$ cat config.mk
export PLATFORM = sky130hd
export DESIGN_NAME = mc_controller_flat
export DESIGN_NICKNAME = d
export VERILOG_FILES = /design/src/rtl/mc_controller_if.sv /design/src/rtl/mc_controller.sv /design/src/flat_wrapper.sv
export SDC_FILE = /design/constraint.sdc
export NUM_CORES = 1
export LEC_CHECK = 0
export BUFFER_PORTS_ARGS = -buffer_cell sky130_fd_sc_hd__buf_2
export CORE_MARGIN = 2
export CORE_UTILIZATION = 30
export DETAILED_ROUTE_END_ITERATION = 7
export PLACE_DENSITY = 0.68
export RECOVER_POWER = 25
export SYNTH_ARGS = -nofsm -noshare
export SYNTH_HDL_FRONTEND = slang
export SYNTH_SLANG_ARGS = --single-unit
$ cat constraint.sdc
create_clock -name clk -period 1.8 [get_ports clk]
set_input_delay 0.36 -clock clk [delete_from_list [all_inputs] [get_ports clk]]
set_output_delay 0.36 -clock clk [all_outputs]
set_load 0.01 [all_outputs]
$ cat src/rtl/mc_controller_if.sv
// Control bundle between the multicycle sequencer and the MIPS datapath.
// The controller takes the master side; the datapath (or a bench) takes the slave side.
interface mc_controller_if;
  logic [5:0] op;
  logic [5:0] funct;
  logic       zero;
  logic       mem_ready;
  logic       pcen;
  logic       iord;
  logic       memwrite;
  logic       irwrite;
  logic       memtoreg;
  logic       regdst;
  logic       regwrite;
  logic       alusrca;
  logic [1:0] alusrcb;
  logic [1:0] pcsrc;
  logic [3:0] alucontrol;
  logic       illegal;
  logic [3:0] state_o;

  modport master (
    input  op, funct, zero, mem_ready,
    output pcen, iord, memwrite, irwrite, memtoreg, regdst, regwrite,
           alusrca, alusrcb, pcsrc, alucontrol, illegal, state_o
  );

  modport slave (
    output op, funct, zero, mem_ready,
    input  pcen, iord, memwrite, irwrite, memtoreg, regdst, regwrite,
           alusrca, alusrcb, pcsrc, alucontrol, illegal, state_o
  );
endinterface

$ cat src/rtl/mc_controller.sv
// Multicycle MIPS sequencer: Moore FSM driving datapath enables and mux selects,
// stalling FETCH/MEMRD/MEMWR on the memory-ready handshake.
module mc_controller #(
  parameter bit MEM_WAIT_EN = 1'b1
) (
  input logic             clk,
  input logic             reset,
  mc_controller_if.master bus
);

  typedef enum logic [3:0] {
    StFetch   = 4'd0,
    StDecode  = 4'd1,
    StMemAdr  = 4'd2,
    StMemRd   = 4'd3,
    StMemWb   = 4'd4,
    StMemWr   = 4'd5,
    StExecute = 4'd6,
    StAluWb   = 4'd7,
    StBranch  = 4'd8,
    StAddiEx  = 4'd9,
    StAddiWb  = 4'd10,
    StJump    = 4'd11
  } state_e;

  localparam logic [3:0] AluAdd = 4'b0000;
  localparam logic [3:0] AluSub = 4'b0010;
  localparam logic [3:0] AluAnd = 4'b0100;
  localparam logic [3:0] AluOr  = 4'b0101;
  localparam logic [3:0] AluSlt = 4'b1010;

  localparam logic [5:0] OpRtype = 6'b000000;
  localparam logic [5:0] OpLw    = 6'b100011;
  localparam logic [5:0] OpSw    = 6'b101011;
  localparam logic [5:0] OpBeq   = 6'b000100;
  localparam logic [5:0] OpAddi  = 6'b001000;
  localparam logic [5:0] OpJ     = 6'b000010;

  state_e state_q, state_d;
  logic   rdy;
  logic   pcen, iord, memwrite, irwrite, memtoreg, regdst, regwrite, alusrca, illegal;
  logic [1:0] alusrcb, pcsrc;
  logic [3:0] alucontrol;

  assign rdy = bus.mem_ready | ~MEM_WAIT_EN;

  always_ff @(posedge clk or posedge reset) begin
    if (reset) state_q <= StFetch;
    else       state_q <= state_d;
  end

  always_comb begin
    state_d    = state_q;
    pcen       = 1'b0;
    iord       = 1'b0;
    memwrite   = 1'b0;
    irwrite    = 1'b0;
    memtoreg   = 1'b0;
    regdst     = 1'b0;
    regwrite   = 1'b0;
    alusrca    = 1'b0;
    alusrcb    = 2'b00;
    pcsrc      = 2'b00;
    alucontrol = AluAdd;
    illegal    = 1'b0;

    case (state_q)
      StFetch: begin
        alusrcb = 2'b01;
        irwrite = rdy;
        pcen    = rdy;
        if (rdy) state_d = StDecode;
      end
      StDecode: begin
        // Branch target is precomputed here into ALUOut.
        alusrcb = 2'b11;
        case (bus.op)
          OpLw, OpSw: state_d = StMemAdr;
          OpRtype:    state_d = StExecute;
          OpBeq:      state_d = StBranch;
          OpAddi:     state_d = StAddiEx;
          OpJ:        state_d = StJump;
          default: begin
            illegal = 1'b1;
            state_d = StFetch;
          end
        endcase
      end
      StMemAdr: begin
        alusrca = 1'b1;
        alusrcb = 2'b10;
        state_d = (bus.op == OpLw) ? StMemRd : StMemWr;
      end
      StMemRd: begin
        iord = 1'b1;
        if (rdy) state_d = StMemWb;
      end
      StMemWb: begin
        memtoreg = 1'b1;
        regwrite = 1'b1;
        state_d  = StFetch;
      end
      StMemWr: begin
        iord     = 1'b1;
        memwrite = 1'b1;
        if (rdy) state_d = StFetch;
      end
      StExecute: begin
        alusrca = 1'b1;
        state_d = StAluWb;
        case (bus.funct)
          6'b100000: alucontrol = AluAdd;
          6'b100010: alucontrol = AluSub;
          6'b100100: alucontrol = AluAnd;
          6'b100101: alucontrol = AluOr;
          6'b101010: alucontrol = AluSlt;
          default: begin
            illegal = 1'b1;
            state_d = StFetch;
          end
        endcase
      end
      StAluWb: begin
        regdst   = 1'b1;
        regwrite = 1'b1;
        state_d  = StFetch;
      end
      StBranch: begin
        alusrca    = 1'b1;
        alucontrol = AluSub;
        pcsrc      = 2'b01;
        pcen       = bus.zero;
        state_d    = StFetch;
      end
      StAddiEx: begin
        alusrca = 1'b1;
        alusrcb = 2'b10;
        state_d = StAddiWb;
      end
      StAddiWb: begin
        regwrite = 1'b1;
        state_d  = StFetch;
      end
      StJump: begin
        pcsrc   = 2'b10;
        pcen    = 1'b1;
        state_d = StFetch;
      end
      default: state_d = StFetch;
    endcase

    // While reset is held the state already reads FETCH, but its outputs must stay quiet.
    if (reset) begin
      pcen       = 1'b0;
      irwrite    = 1'b0;
      alusrcb    = 2'b00;
      alucontrol = AluAdd;
      illegal    = 1'b0;
    end
  end

  assign bus.pcen       = pcen;
  assign bus.iord       = iord;
  assign bus.memwrite   = memwrite;
  assign bus.irwrite    = irwrite;
  assign bus.memtoreg   = memtoreg;
  assign bus.regdst     = regdst;
  assign bus.regwrite   = regwrite;
  assign bus.alusrca    = alusrca;
  assign bus.alusrcb    = alusrcb;
  assign bus.pcsrc      = pcsrc;
  assign bus.alucontrol = alucontrol;
  assign bus.illegal    = illegal;
  assign bus.state_o    = state_q;

endmodule

$ cat src/flat_wrapper.sv
// flat-port wrapper written by rule: the top's interface ports become plain ports
module mc_controller_flat 
#(
  parameter bit MEM_WAIT_EN = 1'b1
)
  (clk, reset, bus_op, bus_funct, bus_zero, bus_mem_ready, bus_pcen, bus_iord, bus_memwrite, bus_irwrite, bus_memtoreg, bus_regdst, bus_regwrite, bus_alusrca, bus_alusrcb, bus_pcsrc, bus_alucontrol, bus_illegal, bus_state_o);
  mc_controller_if bus_i ();
  input logic clk;
  input logic reset;
  input wire logic [$bits(bus_i.op)-1:0] bus_op;
  input wire logic [$bits(bus_i.funct)-1:0] bus_funct;
  input wire logic [$bits(bus_i.zero)-1:0] bus_zero;
  input wire logic [$bits(bus_i.mem_ready)-1:0] bus_mem_ready;
  output wire logic [$bits(bus_i.pcen)-1:0] bus_pcen;
  output wire logic [$bits(bus_i.iord)-1:0] bus_iord;
  output wire logic [$bits(bus_i.memwrite)-1:0] bus_memwrite;
  output wire logic [$bits(bus_i.irwrite)-1:0] bus_irwrite;
  output wire logic [$bits(bus_i.memtoreg)-1:0] bus_memtoreg;
  output wire logic [$bits(bus_i.regdst)-1:0] bus_regdst;
  output wire logic [$bits(bus_i.regwrite)-1:0] bus_regwrite;
  output wire logic [$bits(bus_i.alusrca)-1:0] bus_alusrca;
  output wire logic [$bits(bus_i.alusrcb)-1:0] bus_alusrcb;
  output wire logic [$bits(bus_i.pcsrc)-1:0] bus_pcsrc;
  output wire logic [$bits(bus_i.alucontrol)-1:0] bus_alucontrol;
  output wire logic [$bits(bus_i.illegal)-1:0] bus_illegal;
  output wire logic [$bits(bus_i.state_o)-1:0] bus_state_o;
  assign bus_i.op = bus_op;
  assign bus_i.funct = bus_funct;
  assign bus_i.zero = bus_zero;
  assign bus_i.mem_ready = bus_mem_ready;
  assign bus_pcen = bus_i.pcen;
  assign bus_iord = bus_i.iord;
  assign bus_memwrite = bus_i.memwrite;
  assign bus_irwrite = bus_i.irwrite;
  assign bus_memtoreg = bus_i.memtoreg;
  assign bus_regdst = bus_i.regdst;
  assign bus_regwrite = bus_i.regwrite;
  assign bus_alusrca = bus_i.alusrca;
  assign bus_alusrcb = bus_i.alusrcb;
  assign bus_pcsrc = bus_i.pcsrc;
  assign bus_alucontrol = bus_i.alucontrol;
  assign bus_illegal = bus_i.illegal;
  assign bus_state_o = bus_i.state_o;
  mc_controller #(.MEM_WAIT_EN(MEM_WAIT_EN)) u_core (.clk(clk), .reset(reset), .bus(bus_i));
endmodule
==> results.py <==
metrics = {
    "run_status": {
        "outcome": "finished with violations",
        "failed_checks": "negative setup slack",
    },
    "synthesis": {
        "synth-compound-area-share_pct": 26.5,
        "syn_inst": 83,
        "synth-xor-area-share_pct": 4.12,
        "synth_top_family_by_area": "simple AND/OR/NAND/NOR gates",
        "synth_simple_gate_area_share_pct": 43.3,
        "netlist_area_um2": 638,
        "synth-async-reset-ratio_pct": 100,
        "synthAdderAreaFrac_pct": 0,
        "ys_types": 37,
        "synth_edf_count": 0,
        "synth_warnings": 0,
        "synth-seq-cells": 4,
        "synth.yosys.seq_area_share_pct": 15.7,
        "synthMuxAreaShare_pct": 2.35,
        "ys.flop_type": "dfrtp_1",
        "synth_nets": 99,
        "syn_area_per_cell_um2": 7.69,
    },
    "sta": {
        "fmax_mhz": 531,
        "skew_ns": 0.0103,
        "final_max_slew_viol_count": 0,
        "hold_viol": 0,
        "slew_headroom_pct": 77.2,
        "min_period_ns": 1.88,
        "worst_pin_slew_ns": 0.339,
        "fin_setup_tns_ns": -0.264,
        "final-setup-viol-count": 5,
        "final.setup.worst_slack_ns": -0.0824,
        "fin_crit_sh_pct": 105,
        "rsz0062_at_grt": "true",
    },
    "power": {
        "p_total_mw": 0.556,
        "power.leakage_nw": 0.526,
        "seqPwrFrac_pct": 19.9,
        "p_comb_share_pct": 58.6,
        "power_density_nw_per_um2": 527,
        "peakVddDrop_mv": 0.317,
        "p_int_mw": 0.338,
        "switchingPower_mw": 0.218,
        "clock_power_share_pct": 21.5,
        "p_sw_share_pct": 39.2,
    },
    "global_route": {
        "track_usage_pct": 17.9,
        "grt_pass1_wl_um": 3490,
        "grt_pass1_vias": 811,
        "grt_antenna_before_repair": 0,
        "grt_max_degree": 12,
        "grt-ovfl-total": 0,
    },
    "final_layout": {
        "multiInputGateArea_um2": 544,
        "nNetsFinal": 153,
        "largest_reg_flops": 4,
        "diodes": 0,
        "drive_gt1_share_pct": 54.1,
        "fin_util_pct": 53.2,
        "nFillCells": 197,
        "layout_commonest_cell": "buf_2",
        "final_cell_mix": "34 x buf_2, 16 x buf_4, 7 x nor3_1, 7 x nor2_1, 5 x nand2b_4",
        "area_growth_pct": 65.3,
        "fin_cells": 162,
        "area.sequential_um2": 104,
    },
    "placement": {
        "gp_congestion": 0.880,
        "dp_slack_ns": 0.0806,
        "dpl.hpwl_um": 1590,
        "portBuffers": 36,
        "numPlacedInstances": 146,
    },
    "drt": {
        "routedWlPerCell_um": 14.2,
        "route.vias.total": 883,
        "viasPerCell": 5.45,
        "drc": 0,
        "dr.pass1.iters": 4,
        "routed_wl_um": 2300,
        "final_antenna_net_count": 0,
        "drt_iter0_markers": 15,
    },
    "flow_run": {
        "max_cap_violations": 0,
    },
    "floorplanning": {
        "coreArea_um2": 1980,
        "dieArea_um2": 2510,
        "fp-row-count": 16,
        "pin_count": 37,
        "die_h_um": 50.1,
        "start_util_pct": 32.2,
        "die_x_um": 50.1,
    },
    "clocking": {
        "cts_sinks": 4,
        "cts-htree-levels": 1,
        "postCtsHoldBufs": 0,
        "path_clk_slew_ns": 0.05,
        "clock_latency_ns": 0.25,
        "cts_tree": "built",
        "cts_inserted_buffers": 3,
        "clock_tree.buffer_depth": 2,
        "cts-root-buf": "clkbuf_4",
    },
    "setup_path": {
        "crit_path_max_fanout": 4,
        "worstPathRequired_ns": 1.44,
        "endpoint_kind": "output pin",
        "path_class": "reg2out",
        "worstPathArrival_ns": 1.52,
        "cp-start-kind": "register",
    },
    "hold_path": {
        "hold_class": "in2async",
    },
}
## final timing paths
path	startpoint	endpoint	slack, ns	cells past startpoint
worst max-delay path	u_core.bus.state_o[1]$_DFFE_PP0P_	bus_pcen	-0.08	5
worst min-delay path	reset	u_core.bus.state_o[0]$_DFFE_PP0P_	0.09	2
worst max register to register	u_core.bus.state_o[0]$_DFFE_PP0P_	u_core.bus.state_o[2]$_DFFE_PP0P_	0.33	6
worst min register to register	u_core.bus.state_o[1]$_DFFE_PP0P_	u_core.bus.state_o[1]$_DFFE_PP0P_	0.73	2
max in group asynchronous	reset	u_core.bus.state_o[3]$_DFFE_PP0P_	1.51	2
min in group clk	bus_op[4]	u_core.bus.state_o[3]$_DFFE_PP0P_	0.50	4
## worst max-delay path, stage by stage, from the launching register on
cell and delay, ns:
dfrtp_2 0.42, buf_4 0.15, nor4_4 0.19, nor3b_4 0.25, o21bai_1 0.13, buf_2 0.14
## logic make-up after synthesis
| family | Yosys count |
|---|---|
| simple gates | 43 |
| compound gates | 23 |
| buf+inv | 9 |
| flops | 4 |
| xor+xnor | 3 |
| mux | 1 |
## power groups by stage
stage               Clock, mW  Sequential [mW]  Combinational [mW]
floorplan                   0            0.115               0.152
global placement            0            0.113               0.236
detailed placement          0            0.114               0.239
CTS                     0.125            0.109               0.303
global route            0.126            0.112               0.346
finish                  0.120            0.111               0.326
## cell usage after synthesis, types with 2 or more instances
cell	instances	area [µm²]
inv_1	4	15.0
nand2_1	4	15.0
a21oi_1	3	15.0
xor2_1	2	17.5
nand2b_1	6	37.5
dfrtp_1	4	100
nor4_4	2	42.5
buf_2	2	10.0
and3_1	5	31.3
nor2_1	7	26.3
nand4_1	3	18.8
nor3_1	9	45.0
o21ai_0	4	20.0
buf_6	2	22.5
nor4_1	2	12.5
o22ai_1	3	18.8
## per-layer routing
layer	GRT usage, %	up-vias	wire length [µm]
li1	-	418	-
met1	19.8	411	891
met2	32.2	46	1170
met3	3.64	8	181
met4	8.33	0	62
met5	0	-	0
## repair_timing
item                                   4_1_cts  5_1_grt
gates resized for setup                     10        6
setup endpoints to repair                   10        9
endpoints found under the hold margin        0        0
pin swaps                                    5        1
setup buffers                               12        1
## final cells by class
cell class / count / share of cell area (%)
clock buffer: 3 / 2.14
inverter: 4 / 1.42
multi-input combinational: 70 / 51.6
sequential: 4 / 9.85
tap: 27 / 3.20
timing repair buffer: 54 / 31.8
## stage by stage
stage / area [µm²] / hold slack [ns]
global placement: 860 / 0.343
detailed placement: 860 / 0.345
CTS: 1020 / 0.0832
finish: 1050 / 0.0893
floorplan: 644 / 0.134
global route: 1050 / 0.122
Power figures use the tool's default switching activity.
